===== src/rtl/riscv_pkg.sv =====
// Shared RISC-V decode constants and field helpers.
// Opcodes, register-index width and an ID field extractor.
package riscv_pkg;

  localparam int REG_W = 5;

  typedef logic [REG_W-1:0] reg_idx_t;

  localparam logic [6:0] OPC_LOAD   = 7'b0000011;
  localparam logic [6:0] OPC_LUI    = 7'b0110111;
  localparam logic [6:0] OPC_AUIPC  = 7'b0010111;
  localparam logic [6:0] OPC_JAL    = 7'b1101111;
  localparam logic [6:0] OPC_OP     = 7'b0110011;
  localparam logic [6:0] OPC_STORE  = 7'b0100011;
  localparam logic [6:0] OPC_BRANCH = 7'b1100011;

  typedef struct packed {
    reg_idx_t   rs2;
    reg_idx_t   rs1;
    reg_idx_t   rd;
    logic [6:0] opcode;
  } id_fields_t;

  function automatic id_fields_t decode(
    input logic [31:0] ins
  );
    id_fields_t f;
    f.rs2    = ins[24:20];
    f.rs1    = ins[19:15];
    f.rd     = ins[11:7];
    f.opcode = ins[6:0];
    return f;
  endfunction

endpackage


===== src/rtl/hazard_scoreboard_if.sv =====
// ID-stage / write-back bundle for the load hazard scoreboard.
// master: pipeline side (drives ID + WB); slave: scoreboard.
interface hazard_scoreboard_if;
  import riscv_pkg::*;

  logic [31:0] instruction_ID;
  logic        issue_valid;
  logic        flush_ID;
  logic        ld_done;
  reg_idx_t    ld_rd;
  logic        stall_ID;
  logic        busy;
  logic [31:0] stall_count;

  modport master (
    output instruction_ID,
    output issue_valid,
    output flush_ID,
    output ld_done,
    output ld_rd,
    input  stall_ID,
    input  busy,
    input  stall_count
  );

  modport slave (
    input  instruction_ID,
    input  issue_valid,
    input  flush_ID,
    input  ld_done,
    input  ld_rd,
    output stall_ID,
    output busy,
    output stall_count
  );

endinterface


===== src/rtl/sb_counter.sv =====
// Per-register in-flight load counter, saturating both ways.
// Ports: clk, arst, i_inc, i_dec -> o_nz (count>0), o_max (full).
module sb_counter #(
  parameter int CNT_W = 2
) (
  input  logic clk,
  input  logic arst,
  input  logic i_inc,
  input  logic i_dec,
  output logic o_nz,
  output logic o_max
);

  logic [CNT_W-1:0] r_cnt;
  logic             w_inc;
  logic             w_dec;

  assign o_nz  = |r_cnt;
  assign o_max = &r_cnt;

  // Clamp at both ends; a matched inc/dec pair cancels.
  assign w_inc = i_inc & ~o_max;
  assign w_dec = i_dec & o_nz;

  always_ff @(posedge clk or posedge arst) begin
    if (arst) begin
      r_cnt <= '0;
    end else if (w_inc & ~w_dec) begin
      r_cnt <= r_cnt + CNT_W'(1);
    end else if (w_dec & ~w_inc) begin
      r_cnt <= r_cnt - CNT_W'(1);
    end
  end

endmodule


===== src/rtl/hazard_scoreboard.sv =====
// Load-use hazard scoreboard: stalls ID on pending load targets.
// Ports: clk, arst, sb (slave: ID instr, WB ld_done -> stall/busy/count).
module hazard_scoreboard
  import riscv_pkg::*;
#(
  parameter int CNT_W = 2
) (
  input  logic                clk,
  input  logic                arst,
  hazard_scoreboard_if.slave  sb
);

  id_fields_t  w_id;
  logic        w_use_rs1;
  logic        w_use_rs2;
  logic        w_is_load;
  logic [31:0] w_nz;
  logic [31:0] w_max;
  logic        w_active;
  logic        w_stall;
  logic        w_issue;
  logic        w_ld_inc;
  logic [31:0] r_stall_cnt;

  assign w_id = decode(sb.instruction_ID);

  always_comb begin
    w_use_rs1 = 1'b1;
    w_use_rs2 = 1'b0;
    w_is_load = 1'b0;
    case (w_id.opcode)
      OPC_LUI,
      OPC_AUIPC,
      OPC_JAL:    w_use_rs1 = 1'b0;
      OPC_OP,
      OPC_STORE,
      OPC_BRANCH: w_use_rs2 = 1'b1;
      OPC_LOAD:   w_is_load = 1'b1;
      default:    ;
    endcase
  end

  // x0 has no counter; tying its flags low removes it from every check.
  assign w_nz[0]  = 1'b0;
  assign w_max[0] = 1'b0;

  assign w_active = sb.issue_valid & ~sb.flush_ID;
  assign w_stall  = w_active & (
                      (w_use_rs1 & w_nz[w_id.rs1]) |
                      (w_use_rs2 & w_nz[w_id.rs2]) |
                      (w_is_load & w_max[w_id.rd]));
  assign w_issue  = w_active & ~w_stall;
  assign w_ld_inc = w_issue & w_is_load;

  for (genvar g = 1; g < 32; g++) begin : g_cnt
    logic w_inc;
    logic w_dec;

    assign w_inc = w_ld_inc & (w_id.rd == REG_W'(g));
    assign w_dec = sb.ld_done & (sb.ld_rd == REG_W'(g));

    sb_counter #(
      .CNT_W (CNT_W)
    ) u_cnt (
      .clk   (clk),
      .arst  (arst),
      .i_inc (w_inc),
      .i_dec (w_dec),
      .o_nz  (w_nz[g]),
      .o_max (w_max[g])
    );
  end

  always_ff @(posedge clk or posedge arst) begin
    if (arst) begin
      r_stall_cnt <= '0;
    end else if (w_stall && r_stall_cnt != 32'hFFFF_FFFF) begin
      r_stall_cnt <= r_stall_cnt + 32'd1;
    end
  end

  assign sb.stall_ID    = w_stall;
  assign sb.busy        = |w_nz;
  assign sb.stall_count = r_stall_cnt;

endmodule


===== src/flat_wrapper.sv =====
// flat-port wrapper written by rule: the top's interface ports become plain ports
module hazard_scoreboard_flat import riscv_pkg::*;
#(
  parameter int CNT_W = 2
)
  (clk, arst, sb_instruction_ID, sb_issue_valid, sb_flush_ID, sb_ld_done, sb_ld_rd, sb_stall_ID, sb_busy, sb_stall_count);
  hazard_scoreboard_if sb_i ();
  input  logic clk;
  input  logic arst;
  input wire logic [$bits(sb_i.instruction_ID)-1:0] sb_instruction_ID;
  input wire logic [$bits(sb_i.issue_valid)-1:0] sb_issue_valid;
  input wire logic [$bits(sb_i.flush_ID)-1:0] sb_flush_ID;
  input wire logic [$bits(sb_i.ld_done)-1:0] sb_ld_done;
  input wire logic [$bits(sb_i.ld_rd)-1:0] sb_ld_rd;
  output wire logic [$bits(sb_i.stall_ID)-1:0] sb_stall_ID;
  output wire logic [$bits(sb_i.busy)-1:0] sb_busy;
  output wire logic [$bits(sb_i.stall_count)-1:0] sb_stall_count;
  assign sb_i.instruction_ID = sb_instruction_ID;
  assign sb_i.issue_valid = sb_issue_valid;
  assign sb_i.flush_ID = sb_flush_ID;
  assign sb_i.ld_done = sb_ld_done;
  assign sb_i.ld_rd = sb_ld_rd;
  assign sb_stall_ID = sb_i.stall_ID;
  assign sb_busy = sb_i.busy;
  assign sb_stall_count = sb_i.stall_count;
  hazard_scoreboard #(.CNT_W(CNT_W)) u_core (.clk(clk), .arst(arst), .sb(sb_i));
endmodule

===== config.mk =====
export PLATFORM = sky130hd
export DESIGN_NAME = hazard_scoreboard_flat
export DESIGN_NICKNAME = d
export VERILOG_FILES = /design/src/rtl/riscv_pkg.sv /design/src/rtl/hazard_scoreboard_if.sv /design/src/rtl/sb_counter.sv /design/src/rtl/hazard_scoreboard.sv /design/src/flat_wrapper.sv
export SDC_FILE = /design/constraint.sdc
export NUM_CORES = 1
export LEC_CHECK = 0
export ABC_AREA = 0
export BUFFER_PORTS_ARGS = -buffer_cell sky130_fd_sc_hd__buf_4
export CORE_ASPECT_RATIO = 0.7
export CORE_MARGIN = 5
export CORE_UTILIZATION = 47
export CTS_BUF_LIST = sky130_fd_sc_hd__clkbuf_8 sky130_fd_sc_hd__clkbuf_16
export DETAILED_ROUTE_END_ITERATION = 6
export PLACE_DENSITY = 0.66
export SYNTH_ARGS = -nofsm -noshare
export SYNTH_HDL_FRONTEND = slang
export SYNTH_SLANG_ARGS = --single-unit

===== constraint.sdc =====
create_clock -name clk -period 3.8 [get_ports clk]
set_input_delay 0.38 -clock clk [delete_from_list [all_inputs] [get_ports clk]]
set_output_delay 0.38 -clock clk [all_outputs]
set_load 0.005 [all_outputs]

Word level (Yosys, flattened, before mapping). Cells that the tools add are included.

Input bits: 42. Word-level logic and storage cells: 626. Output and inout bits: 34. Flip-flop bits (word level): 94.

Mux-type cells: 71. Add/subtract/negate cells: 63. Order comparisons: 3. Reductions and logical operators: 97. Bitwise gates (word level): 290. Equal/unequal tests: 70.

Operator list (count): $and 1x1->1 (193); $eq 5x5->1 const B (32); $mux 2 (62); $not 1->1 (95); $eq 5x4->1 const B (16); $add 2x1->2 const B (31); $reduce_and 2->1 (31); $reduce_bool 2->1 (31); $reduce_or 2->1 (31); $reduce_or 62->1 (1); $sub 2x1->2 const B (31); $eq 5x3->1 const B (8); $add 32x1->32 const B (1); $ne 32x32->1 const B (1); $eq 7x6->1 const B (3); $eq 5x2->1 const B (4); $lt 5x6->1 const B (3); $bmux 1 s5 (3); $eq 7x7->1 const B (2); $eq 5x1->1 const B (2); $eq 7x2->1 const B (1); $eq 7x5->1 const B (1); $mux 1 (6); $reduce_or 3->1 (2); 2 further kinds (3).

Longest topological paths before layout. Gate-level depths: netlist of run 1.

Depth after elaboration: 16. Depth in mapped cells: 17. Depth with buffers taken out: 13.

Hierarchy. Synthesis of run 1 repeated with hierarchy kept, for this count alone.

Cell total of the unflattened synthesis: 736. Area total of the unflattened synthesis: 6777.8 µm².

By module, submodules not included: sb_counter (cells each 12, seq. area each 50.0 µm², times used 31, area each 120.1 µm²); hazard_scoreboard (cells each 364, seq. area each 800.8 µm², times used 1, area each 3054.2 µm²).

Least setup slack after synthesis of run 1. OpenSTA, ideal clock, no wires.

Path kind: input-to-reg. Start: input port sb_instruction_ID[15]. End: register u_core.g_cnt[29].u_cnt.r_cnt[1]. Path buffers: 4. Stages on the path: 17. Data required time: 3675 ps. Library setup time: 125 ps. Arrival time: 3028 ps. Setup slack: 647 ps. Path through: buf_6 > buf_6 > nor3_2 > a21oi_1 > a211o_1 > a21oi_1 > nor3_1 > nor4_1 > o31ai_1 > or3_1 > buf_2 > buf_6 > nor3_2 > ha_1 > xor2_1 > nor2_1 > xor2_1.

Cells in the longest elaborated chain, start to end: 14. Elaborated cells between the ends (all ways): 16. Those cells by class: 3 x mux; 12 x bitwise; 1 x reduce/logical.

RTL lines: start: declaration (line flat_wrapper.sv:10) `input wire logic [$bits(sb_i.instruction_ID)-1:0] sb_instruction_ID;`; $bmux 1 s5 * (line hazard_scoreboard.sv:49) `(w_use_rs1 & w_nz[w_id.rs1]) |`; $mux 1 (not written as such) * (line hazard_scoreboard.sv:49); $and 1x1->1 * (line hazard_scoreboard.sv:49); $or 1x1->1 * (line hazard_scoreboard.sv:49); $or 1x1->1 * (line hazard_scoreboard.sv:50) `(w_use_rs2 & w_nz[w_id.rs2]) |`; $and 1x1->1 * (line hazard_scoreboard.sv:48) `assign w_stall = w_active & (`; $not 1->1 * (line hazard_scoreboard.sv:52) `assign w_issue = w_active & ~w_stall;`; $and 1x1->1 * (line hazard_scoreboard.sv:52); $and 1x1->1 * (line hazard_scoreboard.sv:53) `assign w_ld_inc = w_issue & w_is_load;`; $and 1x1->1 * (line hazard_scoreboard.sv:59) `assign w_inc = w_ld_inc & (w_id.rd == REG_W'(g));`; $and 1x1->1 * (line sb_counter.sv:22) `assign w_inc = i_inc & ~o_max;`; $not 1->1 (line sb_counter.sv:30) `end else if (w_dec & ~w_inc) begin`; $and 1x1->1 (line sb_counter.sv:30); $reduce_bool 2->1 (no source line); end signal: assignment (line sb_counter.sv:29) `r_cnt <= r_cnt + CNT_W'(1);`; end signal: assignment (line sb_counter.sv:31) `r_cnt <= r_cnt - CNT_W'(1);`; end: declaration (line sb_counter.sv:14) `logic [CNT_W-1:0] r_cnt;`.

Every way passes the cells marked *; elsewhere a longest branch is shown, timed or not. The select of a mux whose other input is x is not followed. A chain may end at the register's enable or synchronous reset.

Worst setup path in the final report of run 1.
Start: register u_core.g_cnt[4].u_cnt.r_cnt[0]. End: register u_core.g_cnt[4].u_cnt.r_cnt[1].

Cells in the longest elaborated chain, start to end: 15. Elaborated cells between the ends (all ways): 30. Those cells by class: 2 x add/sub; 8 x mux; 17 x bitwise; 3 x reduce/logical.

RTL lines: start: declaration (line sb_counter.sv:14); start signal: assignment (line sb_counter.sv:29); start signal: assignment (line sb_counter.sv:31); $reduce_or 2->1 (line sb_counter.sv:18) `assign o_nz = |r_cnt;`; $bmux 1 s5 (on tied branches) (line hazard_scoreboard.sv:49, hazard_scoreboard.sv:50); $mux 1 (on tied branches) (line hazard_scoreboard.sv:49, hazard_scoreboard.sv:50); $and 1x1->1 (on tied branches) (line hazard_scoreboard.sv:49, hazard_scoreboard.sv:50); $or 1x1->1 (line hazard_scoreboard.sv:49); $or 1x1->1 (line hazard_scoreboard.sv:50); $and 1x1->1 (line hazard_scoreboard.sv:48); $not 1->1 (line hazard_scoreboard.sv:52); $and 1x1->1 (line hazard_scoreboard.sv:52); $and 1x1->1 (line hazard_scoreboard.sv:53); $and 1x1->1 (line hazard_scoreboard.sv:59); $and 1x1->1 (line sb_counter.sv:22); $not 1->1 (line sb_counter.sv:30); $and 1x1->1 (line sb_counter.sv:30); $reduce_bool 2->1 (no source line).

Several ways; a longest one is shown, not always the timed one. The select of a mux whose other input is x is not followed.

==> reports/qor.csv, run 1 <==
stage,metric,value,unit
routing,vias_per_cell,5.887,
layout,multi_input_area,3970,um^2
worst_setup_path,path_class,flop to flop,
timing,fin_worst_skew,0.009454,ns
place,pre_cts_ws,0.001132,ns
layout,fin_nets,837,
worst_setup_path,slowest_stage,nor2_2,
routing,totalWireLength,18.72,mm
synthesis,synth_seq_cells,94,
timing,fin_tns_setup,0,ns
synthesis,synth_edf_count,0,
worst_setup_path,startpoint_type,flop,
floorplan,initial_core_util,0.4861,
layout,layout_common_cells,"94 x dfrtp_1, 88 x buf_4, 82 x nor2_1",
timing,fin_ws,0.3140,ns
clocking,clkTransAtPathRegs,0.07,ns
routing,postRouteAntennaNets,0,
timing,fin_crit,3.486,ns
synthesis,ys_async_sr_fraction,1.000,
place,io_buffers,65,
clocking,clock-root-buffer,clkbuf_16,
grt,track_usage,0.2378,
clocking,worstSkewPairLatency,0.35,ns
worst_setup_path,cp-end-kind,flop,
timing,worst_pin_slew,0.9363,ns
layout,final_common_cell,dfrtp_1,
worst_setup_path,cpMostUsedCell,nor2_1,
routing,drcViolationCount,0,
timing,final_max_slew_viol_count,0,
min_path,worstHoldPathType,primary input to async pin,
layout,postLayoutCoreUtil,0.5672,
clocking,cts_hold_buf,0,
worst_setup_path,worstPathCellList,nor2_1 -> o21ai_0 -> a211oi_1 -> or4_1 -> a311oi_1 -> nor4_2 -> o31ai_4 -> nor2_2 -> and4_1 -> ha_1 -> nor2_1 -> xor2_1,
synthesis,ys_warn_count,0,
power,p_leak,3.465,nW
routing,via_count,5610,
worst_setup_path,cp_max_fo,16,
clocking,clockBufferDepth,2,
routing,routedWlPerCell,19.64,um
floorplan,core,13310,um^2
synthesis,synthTopCellsByArea,"dfrtp_1 36%, xnor2_1 8.4%, xor2_1 8.4%",
layout,syn_to_final_growth,16.69,%
power,ir_drop,0.2079,mV
timing,fmax,286.9,MHz
synthesis,ys_seq_area_frac,0.3635,
synthesis,ys.flop_type,dfrtp_1,
grt,grt.overflow.total,0,
layout,drive_gt1_frac,0.1745,
synthesis,synth_cell_types,48,
clocking,cts_setup_buffers,0,
floorplan,die_h,108.2,um
routing,drt_iter0_drc,615,
run_status,status,completed,
worst_setup_path,worstPathRequired,4.06,ns
timing,hold_viol,0,
floorplan,rows,35,
grt,grt_pass1_wl,29.97,mm
clocking,cts-buffers-inserted,9,
run,maxCapViolations,0,
power,p_per_area,368.0,nW/um^2
grt,grt_max_degree,56,
place,dp_hpwl,14.22,mm
clocking,cts_tree,built,
synthesis,syn_area,6471,um^2
floorplan,dieArea,16250,um^2
timing,setup-violations-final,0,
worst_setup_path,slowest_delay,0.59,ns
layout,fillers,1223,
synthesis,yosysTopAreaCell,dfrtp_1,
clocking,htree_levels,3,
floorplan,fp.dieW,150.2,um
clocking,clock-sinks,94,
floorplan,io_pins,76,
synthesis,syn_area_per_cell,9.298,um^2
synthesis,synth_cells,696,
layout,antennaDiodeCount,0,
timing,period_share,0.9174,
timing,relSlewSlack,0.3751,
layout,regArea,2352,um^2
place,gp_congestion,0.9510,
timing,rsz0062_at_grt,false,
grt,antenna_found_initial,0,
grt,grt_pass1_vias,5502,
synthesis,syn_nets,770,
synthesis,synth_top_area_share,0.3635,
worst_setup_path,cp.arrival,3.75,ns
routing,dr.pass1.iters,5,
-- Yosys cell counts, types with 2 or more instances --
library cell  instances
dfrtp_1              94
nor2_1               83
xnor2_1              62
xor2_1               62
nand2_1              57
nand3_1              39
nand3b_1             34
ha_1                 32
nor3_1               29
clkbuf_1             20
and4_1               18
nand4_1              17
a21oi_1              16
and3_1               12
o21ai_0              12
nor3_2               10
a211oi_1              9
nand2b_1              9
buf_2                 8
mux4_2                8
nor2b_1               6
nor4_1                6
o211ai_1              6
a2111oi_2             5
inv_1                 5
a31oi_1               4
and2_1                3
buf_6                 3
a2111oi_0             2
a311oi_1              2
nor3b_1               2
o311ai_0              2
o31ai_1               2
or2_2                 2
or4_1                 2
-- routing by layer --
metal  share of wire  up-vias  global-route usage
met4           0.012        0             0.05679
met3           0.086       20             0.04734
li1                -     2611                   -
met2            0.42      245              0.3431
met5               0        -                   0
met1            0.48     2734              0.3645
-- power breakdown --
part	leakage, nW	total, mW	internal (mW)	switching, mW
logic	2.02	0.602	0.275	0.327
registers	1.29	1.22	1.09	0.128
clock network	0.153	0.958	0.552	0.406
-- critical path: cells and delay by family, from the launching register on --
kind | cells | cell delay [ns]
adder cells (fa/ha/maj) | 1 | 0.25
flip-flops | 1 | 0.43
XOR/XNOR | 1 | 0.20
AO/OA/AOI/OAI | 4 | 0.64
AND/OR/NAND/NOR | 6 | 1.87
-- kinds of logic after synthesis --
group | Yosys count | synth area share
AO/OA/AOI/OAI | 66 | 0.07367
XOR/XNOR | 124 | 0.1678
adder cells (fa/ha/maj) | 32 | 0.06187
buffers and inverters | 37 | 0.02649
flip-flops | 94 | 0.3635
multiplexers | 10 | 0.03113
AND/OR/NAND/NOR | 333 | 0.2755
-- metrics by stage --
step | cell area [um^2] | hold slack, ns | cells | power (mW)
after global placement | 7226 | 0.4768 | 937 | 1.808
after floorplan | 6471 | 0.4634 | 696 | 1.568
after global routing | 7551 | 0.2942 | 953 | 2.906
final | 7551 | 0.2176 | 953 | 2.779
after CTS | 7545 | 0.2544 | 953 | 2.789
after detailed placement | 7226 | 0.4819 | 937 | 1.825
-- final timing paths --
kind | from | to | slack [ns] | cells past startpoint
setup / recovery | u_core.g_cnt[4].u_cnt.r_cnt[0] | u_core.g_cnt[4].u_cnt.r_cnt[1] | 0.31 | 12
hold / removal | arst | u_core.sb.stall_count[24] | 0.22 | 2
setup reg to reg | u_core.g_cnt[4].u_cnt.r_cnt[0] | u_core.g_cnt[4].u_cnt.r_cnt[1] | 0.31 | 12
hold reg to reg | u_core.g_cnt[22].u_cnt.r_cnt[1] | u_core.g_cnt[22].u_cnt.r_cnt[1] | 0.49 | 1
max in group asynchronous | arst | u_core.g_cnt[23].u_cnt.r_cnt[1] | 2.75 | 3
min in group clk | u_core.g_cnt[22].u_cnt.r_cnt[1] | u_core.g_cnt[22].u_cnt.r_cnt[1] | 0.49 | 1
-- timing repair --
item | 4_1_cts | 5_1_grt
gates resized for setup | 1 | 1
cloned | 0 | 0
endpoints found under the setup margin | 2 | 4
-- layout make-up --
class,instances,area share
Inverter,5,0.002651
Timing Repair Buffer,88,0.08749
Sequential cell,94,0.3115
Multi-Input combinational cell,565,0.5258
Tap cell,185,0.03065
Clock inverter,5,0.008451
Clock buffer,11,0.03347
-- flip-flops by register name (all words and copies together), names as in the netlist --
| signal | flops |
|---|---|
| u_core.g_cnt.u_cnt.r_cnt | 62 |
| u_core.sb.stall_count | 32 |
Note: power is estimated with default switching activity, not from simulation.
==> run 2: changes to the inputs <==
==> constraint.sdc (replaced) <==
create_clock -name clk -period 3.8 [get_ports clk]
set_input_delay 0.76 -clock clk [delete_from_list [all_inputs] [get_ports clk]]
set_output_delay 0.76 -clock clk [all_outputs]
set_load 0.005 [all_outputs]
==> run 2 against run 1 <==
Net effect:
- global-route usage fell by 0.30 points
- final cell count is 1.2% higher
- non-clock buffer count is 11 higher
- maximum frequency shrank 2.1%
- largest power group unchanged
==> reports/qor.csv, run 2 (same netlist as run 1, synthesis figures left out) <==
stage,metric,value,unit
floorplan,dieArea,16250,um^2
floorplan,io_pins,76,
layout,largest_register_ff_count,62,
timing,fin_worst_skew,0.009450,ns
place,dp_hpwl,13.88,mm
worst_setup_path,startpoint_type,primary input,
power,finalPower,2.780,mW
timing,fin_tns_setup,0,ns
timing,rsz0062_at_grt,false,
timing,fmax,280.9,MHz
grt,grt.overflow.total,0,
worst_setup_path,cp_max_fo,9,
clocking,cts-buffers-inserted,9,
layout,multi_input_area,3966,um^2
worst_setup_path,cp.arrival,2.80,ns
worst_setup_path,cp-end-kind,output pin,
min_path,worstHoldPathType,primary input to async pin,
grt,grt_pass1_wl,29.44,mm
worst_setup_path,path_class,primary input to output pin,
layout,regArea,2352,um^2
power,p_sw_frac,0.3078,
routing,drcViolationCount,0,
floorplan,die_h,108.2,um
layout,design_area,7655,um^2
timing,final_max_slew_viol_count,0,
layout,regMostFlops,u_core.g_cnt.u_cnt.r_cnt,
layout,syn_to_final_growth,18.29,%
place,dpl.cell_count,948,
power,pwr-share-comb,0.220,
timing,hold_viol,0,
power,ir_drop,0.2311,mV
clocking,worstSkewPairLatency,0.35,ns
routing,vias_per_cell,5.800,
place,gp_congestion,0.9923,
routing,drt_iter0_drc,637,
grt,track_usage,0.2348,
routing,postRouteAntennaNets,0,
routing,routedWlPerCell,18.95,um
layout,final_common_cell,buf_4,
timing,setup-violations-final,0,
run,maxCapViolations,0,
power,clock_power_share,0.343,
power,p_per_area,363.1,nW/um^2
layout,drive_gt1_frac,0.1861,
routing,totalWireLength,18.27,mm
clocking,clockBufferDepth,2,
power,power_frac_seq,0.437,
clocking,cts_tree,built,
power,power_switching,0.8556,mW
floorplan,fp.dieW,150.2,um
power,p_leak,3.528,nW
timing,fin_crit,3.561,ns
layout,layout_common_cells,"97 x buf_4, 94 x dfrtp_1, 81 x nor2_1",
grt,grt_pass1_vias,5358,
timing,worst_pin_slew,0.9028,ns
place,io_buffers,65,
layout,fillers,1221,
grt,antenna_found_initial,0,
clocking,clkTransAtPathRegs,0.07,ns
clocking,clock-root-buffer,clkbuf_16,
clocking,cts_hold_buf,0,
power,p_int,1.924,mW
routing,via_count,5591,
routing,dr.pass1.iters,6,
clocking,htree_levels,3,
floorplan,rows,35,
clocking,clock-sinks,94,
grt,grt_max_degree,95,
floorplan,initial_core_util,0.4861,
layout,antennaDiodeCount,0,
worst_setup_path,worstPathRequired,3.04,ns
layout,final_cells,964,
layout,fin_nets,848,
timing,relSlewSlack,0.3969,
timing,period_share,0.9370,
run_status,status,completed,
place,placed_cell_area,7333,um^2
floorplan,core,13310,um^2
## run 2: changes by cell type in the layout (fill, tap and decap cells not counted), sizes merged
cell	delta
buf	+11
## run 2: stage by stage
| step | hold WS (ns) | setup WS [ns] | util |
|---|---|---|---|
| 2_1_floorplan | 0.4634 | 0.2668 | - |
| 5_1_grt | 0.5108 | 0.01670 | 0.5750 |
| 4_1_cts | 0.4920 | 0.2066 | 0.5746 |
| 6_report | 0.4859 | 0.2394 | 0.5750 |
| 3_3_place_gp | 0.4792 | 0.08006 | 0.5508 |
| 3_5_place_dp | 0.4790 | -0.02713 | 0.5508 |
## run 2: critical path, cell delays in order
cell and delay, ns:
buf_4 0.15, buf_4 0.19, nor3_1 0.06, a21oi_1 0.14
nor2_1 0.06, or4_1 0.50, a311oi_1 0.24, nor4_1 0.10
buf_4 0.15, o31ai_4 0.05, buf_4 0.16, and2_1 0.13
buf_4 0.11
## run 2: cell type report
| cell class | count | share of cell area |
|---|---|---|
| well taps | 185 | 0.03024 |
| multi-input cells | 565 | 0.5181 |
| repair buffers | 99 | 0.1004 |
| clock inverters | 5 | 0.008336 |
| inverters | 5 | 0.002615 |
| clock buffers | 11 | 0.03302 |
| flip-flops and latches | 94 | 0.3073 |
## run 2: timing repair
item | in CTS | in global routing
setup endpoints to repair | 0 | 2
setup buffers | 0 | 0
resized for setup | 0 | 3
hold endpoints to repair | 0 | 0
## run 2: layer usage
metal / up-vias / part of all wire / GRT usage
met5: - / 0 / 0
met4: 0 / 0.0090 / 0.03394
met2: 230 / 0.41 / 0.3334
met1: 2720 / 0.48 / 0.3671
met3: 16 / 0.096 / 0.05656
li1: 2625 / - / -
## run 2: power by group through the flow
| stage | Clock (mW) | Combinational (mW) | Sequential [mW] |
|---|---|---|---|
| floorplan | 0 | 0.367 | 1.20 |
| global placement | 0 | 0.591 | 1.22 |
| detailed placement | 0 | 0.600 | 1.23 |
| CTS | 0.976 | 0.605 | 1.21 |
| global route | 1.02 | 0.664 | 1.23 |
| finish | 0.953 | 0.613 | 1.21 |
## run 2: final timing paths
| kind | end | start | cells after the start | slack [ns] |
|---|---|---|---|---|
| setup reg to reg | u_core.g_cnt[31].u_cnt.r_cnt[1] | u_core.g_cnt[4].u_cnt.r_cnt[0] | 14 | 0.31 |
| min in group clk | u_core.g_cnt[14].u_cnt.r_cnt[1] | u_core.g_cnt[14].u_cnt.r_cnt[1] | 1 | 0.49 |
| hold reg to reg | u_core.g_cnt[14].u_cnt.r_cnt[1] | u_core.g_cnt[14].u_cnt.r_cnt[1] | 1 | 0.49 |
| max in group asynchronous | u_core.sb.stall_count[20] | arst | 3 | 2.84 |
| setup / recovery | sb_stall_ID | sb_instruction_ID[17] | 13 | 0.24 |
| hold / removal | u_core.sb.stall_count[16] | arst | 3 | 0.49 |
